<file path="config.mk">
export PLATFORM = sky130hd
export DESIGN_NAME = sprite_output_unit_flat
export DESIGN_NICKNAME = d
export VERILOG_FILES = /design/src/rtl/sprite_output_unit_if.sv /design/src/rtl/sprite_output_unit.sv /design/src/flat_wrapper.sv
export SDC_FILE = /design/constraint.sdc
export NUM_CORES = 1
export LEC_CHECK = 0
export ABC_AREA = 1
export CORE_MARGIN = 2
export CORE_UTILIZATION = 30
export CTS_BUF_LIST = sky130_fd_sc_hd__clkbuf_2 sky130_fd_sc_hd__clkbuf_4 sky130_fd_sc_hd__clkbuf_8
export DETAILED_ROUTE_END_ITERATION = 8
export PLACE_DENSITY = 0.49
export SYNTH_ARGS = -nofsm -noshare
export SYNTH_HDL_FRONTEND = slang
export SYNTH_SLANG_ARGS = --single-unit
</file>
<file path="constraint.sdc">
create_clock -name clock -period 20.7 [get_ports clock]
set_clock_uncertainty 0.2 [all_clocks]
set_input_delay 4.14 -clock clock [delete_from_list [all_inputs] [get_ports clock]]
set_output_delay 4.14 -clock clock [all_outputs]
set_load 0.05 [all_outputs]
</file>
<file path="src/rtl/sprite_output_unit_if.sv">
// Sprite slot load bus between sprite evaluation and the sprite output unit.
interface sprite_output_unit_if;
    logic       load_EN;
    logic [2:0] load_slot;
    logic [7:0] load_patternLow;
    logic [7:0] load_patternHigh;
    logic [7:0] load_attribute;
    logic [7:0] load_x;
    logic       load_isSprite0;

    modport master (output load_EN, load_slot, load_patternLow, load_patternHigh,
                           load_attribute, load_x, load_isSprite0);
    modport slave  (input  load_EN, load_slot, load_patternLow, load_patternHigh,
                           load_attribute, load_x, load_isSprite0);
endinterface

</file>
<file path="src/rtl/sprite_output_unit.sv">
// Per-scanline sprite shifters feeding the pixel prioritizer; one 6-bit sprite pixel per pixel clock.
// Optional left-edge clipping is built when SPRITE_LEFT_CLIP_EN is defined.
module sprite_slot (
    input  logic       clock,
    input  logic       reset,
    input  logic       clock_EN,
    input  logic       line_clear,
    input  logic       render,
    input  logic       load_hit,
    input  logic [7:0] pat_lo,
    input  logic [7:0] pat_hi,
    input  logic       hflip,
    input  logic       prio_in,
    input  logic [1:0] pal_in,
    input  logic [7:0] x_in,
    input  logic       s0_in,
    output logic [1:0] pix,
    output logic       active,
    output logic       prio,
    output logic [1:0] pal,
    output logic       is_s0
);
    logic [7:0] shift_lo, shift_hi, x_count;

    function automatic logic [7:0] rev8(input logic [7:0] v);
        logic [7:0] r;
        for (int i = 0; i < 8; i++) r[7-i] = v[i];
        return r;
    endfunction

    // A load always wins over this cycle's clear, shift or countdown.
    always_ff @(posedge clock or posedge reset) begin
        if (reset) begin
            shift_lo <= '0;
            shift_hi <= '0;
            x_count  <= '0;
            prio     <= 1'b0;
            pal      <= '0;
            is_s0    <= 1'b0;
        end else if (clock_EN) begin
            if (load_hit) begin
                shift_lo <= hflip ? rev8(pat_lo) : pat_lo;
                shift_hi <= hflip ? rev8(pat_hi) : pat_hi;
                x_count  <= x_in;
                prio     <= prio_in;
                pal      <= pal_in;
                is_s0    <= s0_in;
            end else if (line_clear) begin
                shift_lo <= '0;
                shift_hi <= '0;
                x_count  <= '0;
            end else if (render) begin
                if (x_count != 8'd0) begin
                    x_count <= x_count - 8'd1;
                end else begin
                    shift_lo <= {shift_lo[6:0], 1'b0};
                    shift_hi <= {shift_hi[6:0], 1'b0};
                end
            end
        end
    end

    assign active = (x_count == 8'd0);
    assign pix    = {shift_hi[7], shift_lo[7]};
endmodule

module sprite_output_unit #(
    parameter int SLOTS = 8
) (
    input  logic                clock,
    input  logic                reset,
    input  logic                clock_EN,
    input  logic                lineStart,
    input  logic                renderActive,
`ifdef SPRITE_LEFT_CLIP_EN
    input  logic                showLeftSprites,
`endif
    sprite_output_unit_if.slave load,
    output logic [5:0]          spritePixel
);
    logic [SLOTS-1:0][1:0] pix;
    logic [SLOTS-1:0][1:0] pal;
    logic [SLOTS-1:0]      active, prio, is_s0;
    logic [7:0]            col;
    logic [5:0]            win_pix;
    logic                  found;
    logic                  clip;
    logic                  unused_attr;

    assign unused_attr = ^{load.load_attribute[7], load.load_attribute[4:2]};

    for (genvar i = 0; i < SLOTS; i++) begin : g_slot
        localparam logic [2:0] IDX = 3'(i);
        sprite_slot u_slot (
            .clock      (clock),
            .reset      (reset),
            .clock_EN   (clock_EN),
            .line_clear (lineStart),
            .render     (renderActive),
            .load_hit   (load.load_EN && (load.load_slot == IDX)),
            .pat_lo     (load.load_patternLow),
            .pat_hi     (load.load_patternHigh),
            .hflip      (load.load_attribute[6]),
            .prio_in    (load.load_attribute[5]),
            .pal_in     (load.load_attribute[1:0]),
            .x_in       (load.load_x),
            .s0_in      (load.load_isSprite0),
            .pix        (pix[i]),
            .active     (active[i]),
            .prio       (prio[i]),
            .pal        (pal[i]),
            .is_s0      (is_s0[i])
        );
    end

    // Lowest-index active slot with an opaque leading bit wins.
    always_comb begin
        win_pix = '0;
        found   = 1'b0;
        for (int i = 0; i < SLOTS; i++) begin
            if (!found && active[i] && (pix[i] != 2'b00)) begin
                found   = 1'b1;
                win_pix = {is_s0[i], prio[i], pal[i], pix[i]};
            end
        end
    end

`ifdef SPRITE_LEFT_CLIP_EN
    assign clip = !showLeftSprites && (col < 8'd8);
`else
    assign clip = 1'b0;
`endif

    always_ff @(posedge clock or posedge reset) begin
        if (reset) begin
            spritePixel <= '0;
            col         <= '0;
        end else if (clock_EN) begin
            spritePixel <= (renderActive && !clip) ? win_pix : 6'd0;
            if (lineStart)
                col <= '0;
            else if (renderActive && (col != 8'hFF))
                col <= col + 8'd1;
        end
    end
endmodule

</file>
<file path="src/flat_wrapper.sv">
// flat-port wrapper written by rule: the top's interface ports become plain ports
module sprite_output_unit_flat 
#(
    parameter int SLOTS = 8
)
  (clock, reset, clock_EN, lineStart, renderActive, spritePixel, load_load_EN, load_load_slot, load_load_patternLow, load_load_patternHigh, load_load_attribute, load_load_x, load_load_isSprite0);
  sprite_output_unit_if load_i ();
  input  logic clock;
  input  logic reset;
  input  logic clock_EN;
  input  logic lineStart;
  input  logic renderActive;
  output logic [5:0] spritePixel;
  input wire logic [$bits(load_i.load_EN)-1:0] load_load_EN;
  input wire logic [$bits(load_i.load_slot)-1:0] load_load_slot;
  input wire logic [$bits(load_i.load_patternLow)-1:0] load_load_patternLow;
  input wire logic [$bits(load_i.load_patternHigh)-1:0] load_load_patternHigh;
  input wire logic [$bits(load_i.load_attribute)-1:0] load_load_attribute;
  input wire logic [$bits(load_i.load_x)-1:0] load_load_x;
  input wire logic [$bits(load_i.load_isSprite0)-1:0] load_load_isSprite0;
  assign load_i.load_EN = load_load_EN;
  assign load_i.load_slot = load_load_slot;
  assign load_i.load_patternLow = load_load_patternLow;
  assign load_i.load_patternHigh = load_load_patternHigh;
  assign load_i.load_attribute = load_load_attribute;
  assign load_i.load_x = load_load_x;
  assign load_i.load_isSprite0 = load_load_isSprite0;
  sprite_output_unit #(.SLOTS(SLOTS)) u_core (.clock(clock), .reset(reset), .clock_EN(clock_EN), .lineStart(lineStart), .renderActive(renderActive), .load(load_i), .spritePixel(spritePixel));
endmodule
</file>
==> impl_results.md <==
* Fraction of registers with async set/reset at 1.00
* CTS clk-pin slew, worst paths at 60 ps
* Largest net degree at the start of global routing at 100
* Total number of vias at 10,900
* Global Route Usage Sum at 0.181
* Post-cts resize count at 0
* Fin cells at 2,163
* Peak VDD IR at 34.5 uV
* Antenna diode count at 0
* Clock share of power at 0.333
* Die height at 206 um
* Worst path max stage delay at 940 ps
* Arrival @ worst endpoint at 7920 ps
* Gate count after technology mapping at 1,564
* Most used cell, CP: nand2_1
* CTS tree: yes
* DR iter-0 viols at 757
* Commonest non-fill, non-tap cell in the layout: nand2_1
* Seq pwr share at 0.394
* DP Wirelength at 24.6 mm
* Leak at 0.00641 uW
* Wire length per cell at 17.4 um
* Critical Path Source Type: input port
* GRT Residual Overflow at 0
* Inst Count DP at 2,083
* Endpoints failing setup at 0
* Final Critical Period at 7680 ps
* Layout area overhead at 15.6%
* Avg Inst Size Synth at 7.80 um2
* P per Cell Area at 106 nW/um2
* Hold Crit Depth at 2
* CTS buffer count at 44
* Post-Synthesis Cell Area at 12,200 um2
* 1st-pass router iterations at 5
* Die area at 42,300 um2
* Later-pin clock latency in the skew report at 550 ps
* Max Clock Freq at 0.130 GHz
* Post-CTS setup buffer count at 0
* Multi-input gate area at 5180 um2
* Max Cap Viol at 0
* Vias per cell at 5.05
* Worst hold slack at 272 ps
* Fin nets at 1,657
* Sequential fraction of the synthesis area at 0.472
* I/O pins at 48
* GP Congestion at 0.786
* Slew Limit Fails at 0
* Clock root buffer: clkbuf_8
* TNS Setup at 0 ps
* Psw at 521 uW
* Final worst setup slack at 13,020 ps
* WP data required at 20,940 ps
* Synth unique cells at 48
* Global-route wire length before repair at 59.5 mm
* Worst Setup End Kind: flop
* Fillers at 4,198
* Cts hold-fix bufs at 0
* Die Width at 206 um
* Tightest Pin Transition at 1250 ps
* Post-route clock period utilization at 0.371
* Critical path type: input port to flop
* Antenna-violating nets left at 0
* Flops & latches, synth at 230
* Port bufs at 43
* Slowest-stage cell, CP: a21oi_2
* Post-synth EDFFs at 0
* Internal power at 969 uW
* # DRC at 0
* Core ar. at 39,900 um2
* Crit path max fanout at 30
* Warnings from Yosys at 0
* Row cnt at 73
* Initial antenna violation count at 0
* FF-to-FF path depth at 11
* TritonCTS Sinks at 230
* Combinational share of power at 0.273
* Most frequent cells in the layout: nand2_1 (319), inv_1 (244), dfrtp_1 (230)
* Main synth FF type: dfrtp_1
* Status: completed
* Share of layout cells above drive strength 1 at 0.0861
* Vias in the first global route at 10,700
* H-tree levels at 2
* RSZ-0062 raised after global routing: no
* Initial core utilization at 0.306
* Max Root-Sink Buffers at 3
* Total Wirelength at 37.6 mm
* Sw Ratio at 0.350
* Final hold viol count at 0
* FF+latch area at 5760 um2
* Worst hold path type: flop to flop
* Post-Syn Nets at 1,617
* CP cell instances: clkdlybuf4s50_1 -> inv_1 -> nor2_1 -> nand2_1 -> nand2_1 -> inv_2 -> a21oi_2 -> inv_1 -> nand2_1 -> nand2_1
* Headroom to the max-slew limit at 0.162
* Worst slack, placed at 12,430 ps
==> through the flow <==
step,power (uW),area (um2),utilization
CTS,1500,14100,0.354
global placement,991,13100,0.329
global route,1590,14100,0.354
finish,1490,14100,0.354
detailed placement,997,13100,0.329
floorplan,891,12200,-
==> cell type report <==
cell class | instances | area share
tap | 525 | 0.0466
clock inverter | 5 | 0.00381
sequential | 230 | 0.408
clock buffer | 75 | 0.0652
multi-input combinational | 1006 | 0.367
inverter | 264 | 0.0708
timing repair buffer | 58 | 0.0385
==> state kept, by name (all words and copies together), names as in the netlist <==
signal                         count
u_core.spritePixel                 6
u_core.g_slot.u_slot.is_s0         8
u_core.g_slot.u_slot.pal          16
u_core.g_slot.u_slot.prio          8
u_core.g_slot.u_slot.x_count      64
u_core.g_slot.u_slot.shift_hi     64
u_core.g_slot.u_slot.shift_lo     64
==> power groups by stage <==
stage | logic [uW] | registers [uW] | clock network [uW]
6_report | 407 | 587 | 496
5_1_grt | 464 | 597 | 532
4_1_cts | 407 | 586 | 508
3_5_place_dp | 404 | 593 | 0
3_3_place_gp | 399 | 592 | 0
2_1_floorplan | 300 | 590 | 0
==> routing by layer <==
metal | wire (um) | part of all wire | global-route usage
met2 | 17400 | 0.46 | 0.295
met3 | 1490 | 0.040 | 0.0236
met4 | 652 | 0.017 | 0.0427
met1 | 18000 | 0.48 | 0.254
met5 | 0 | 0 | 0
==> path summary, 6_finish.rpt <==
kind	start	to	slack [ps]
max in group asynchronous	reset	u_core.g_slot[1].u_slot.x_count[1]$_DFFE_PP0P_	14840
min in group asynchronous	reset	u_core.g_slot[5].u_slot.shift_lo[1]$_DFFE_PP0P_	3920
max	load_load_slot[1]	u_core.g_slot[6].u_slot.shift_lo[7]$_DFFE_PP0P_	13020
max reg2reg	u_core.g_slot[3].u_slot.x_count[0]$_DFFE_PP0P_	u_core.g_slot[3].u_slot.shift_hi[7]$_DFFE_PP0P_	17800
min	u_core.g_slot[3].u_slot.shift_lo[6]$_DFFE_PP0P_	u_core.g_slot[3].u_slot.shift_lo[6]$_DFFE_PP0P_	270
min reg2reg	u_core.g_slot[3].u_slot.shift_lo[6]$_DFFE_PP0P_	u_core.g_slot[3].u_slot.shift_lo[6]$_DFFE_PP0P_	270
==> Yosys cell counts, types with 2 or more instances <==
master | n | share of area
nor2_2 | 6 | 0.0031
nand3_1 | 68 | 0.028
nor4_1 | 3 | 0.0015
o22ai_1 | 144 | 0.074
xor2_1 | 5 | 0.0036
nor2_4 | 5 | 0.0046
nor2_1 | 64 | 0.020
clkbuf_1 | 25 | 0.0077
o2111ai_1 | 2 | 0.0014
buf_1 | 5 | 0.0015
inv_1 | 245 | 0.075
o32ai_1 | 2 | 0.0014
nor3_1 | 14 | 0.0057
buf_2 | 33 | 0.014
o21ai_0 | 209 | 0.086
nand3_2 | 3 | 0.0025
o21ai_1 | 15 | 0.0062
nand4_1 | 9 | 0.0046
or2_0 | 3 | 0.0015
a21oi_2 | 3 | 0.0022
inv_2 | 18 | 0.0055
a22oi_1 | 14 | 0.0086
nand2_1 | 319 | 0.098
a22o_1 | 2 | 0.0014
a32oi_1 | 5 | 0.0036
xnor2_1 | 6 | 0.0043
o211ai_1 | 2 | 0.0012
dfrtp_1 | 230 | 0.47
nand3b_1 | 2 | 0.0012
mux2i_1 | 13 | 0.011
ha_1 | 11 | 0.011
a21oi_1 | 63 | 0.026
==> kinds of logic after synthesis <==
group	Yosys count	share of synthesized area
and+or+nand+nor	500	0.175
AOI/OAI and AO/OA	469	0.218
buffers and inverters	328	0.104
DFF	230	0.472
muxes	15	0.0125
xor gates and xnor gates	11	0.00790
adders and majority gates	11	0.0113
==> worst max-delay path: cells and delay by family <==
family,cells,cell delay [ps]
compound gates,1,940
buf+inv,4,1080
simple gates,5,1740
(Power assumes the default switching activity.)
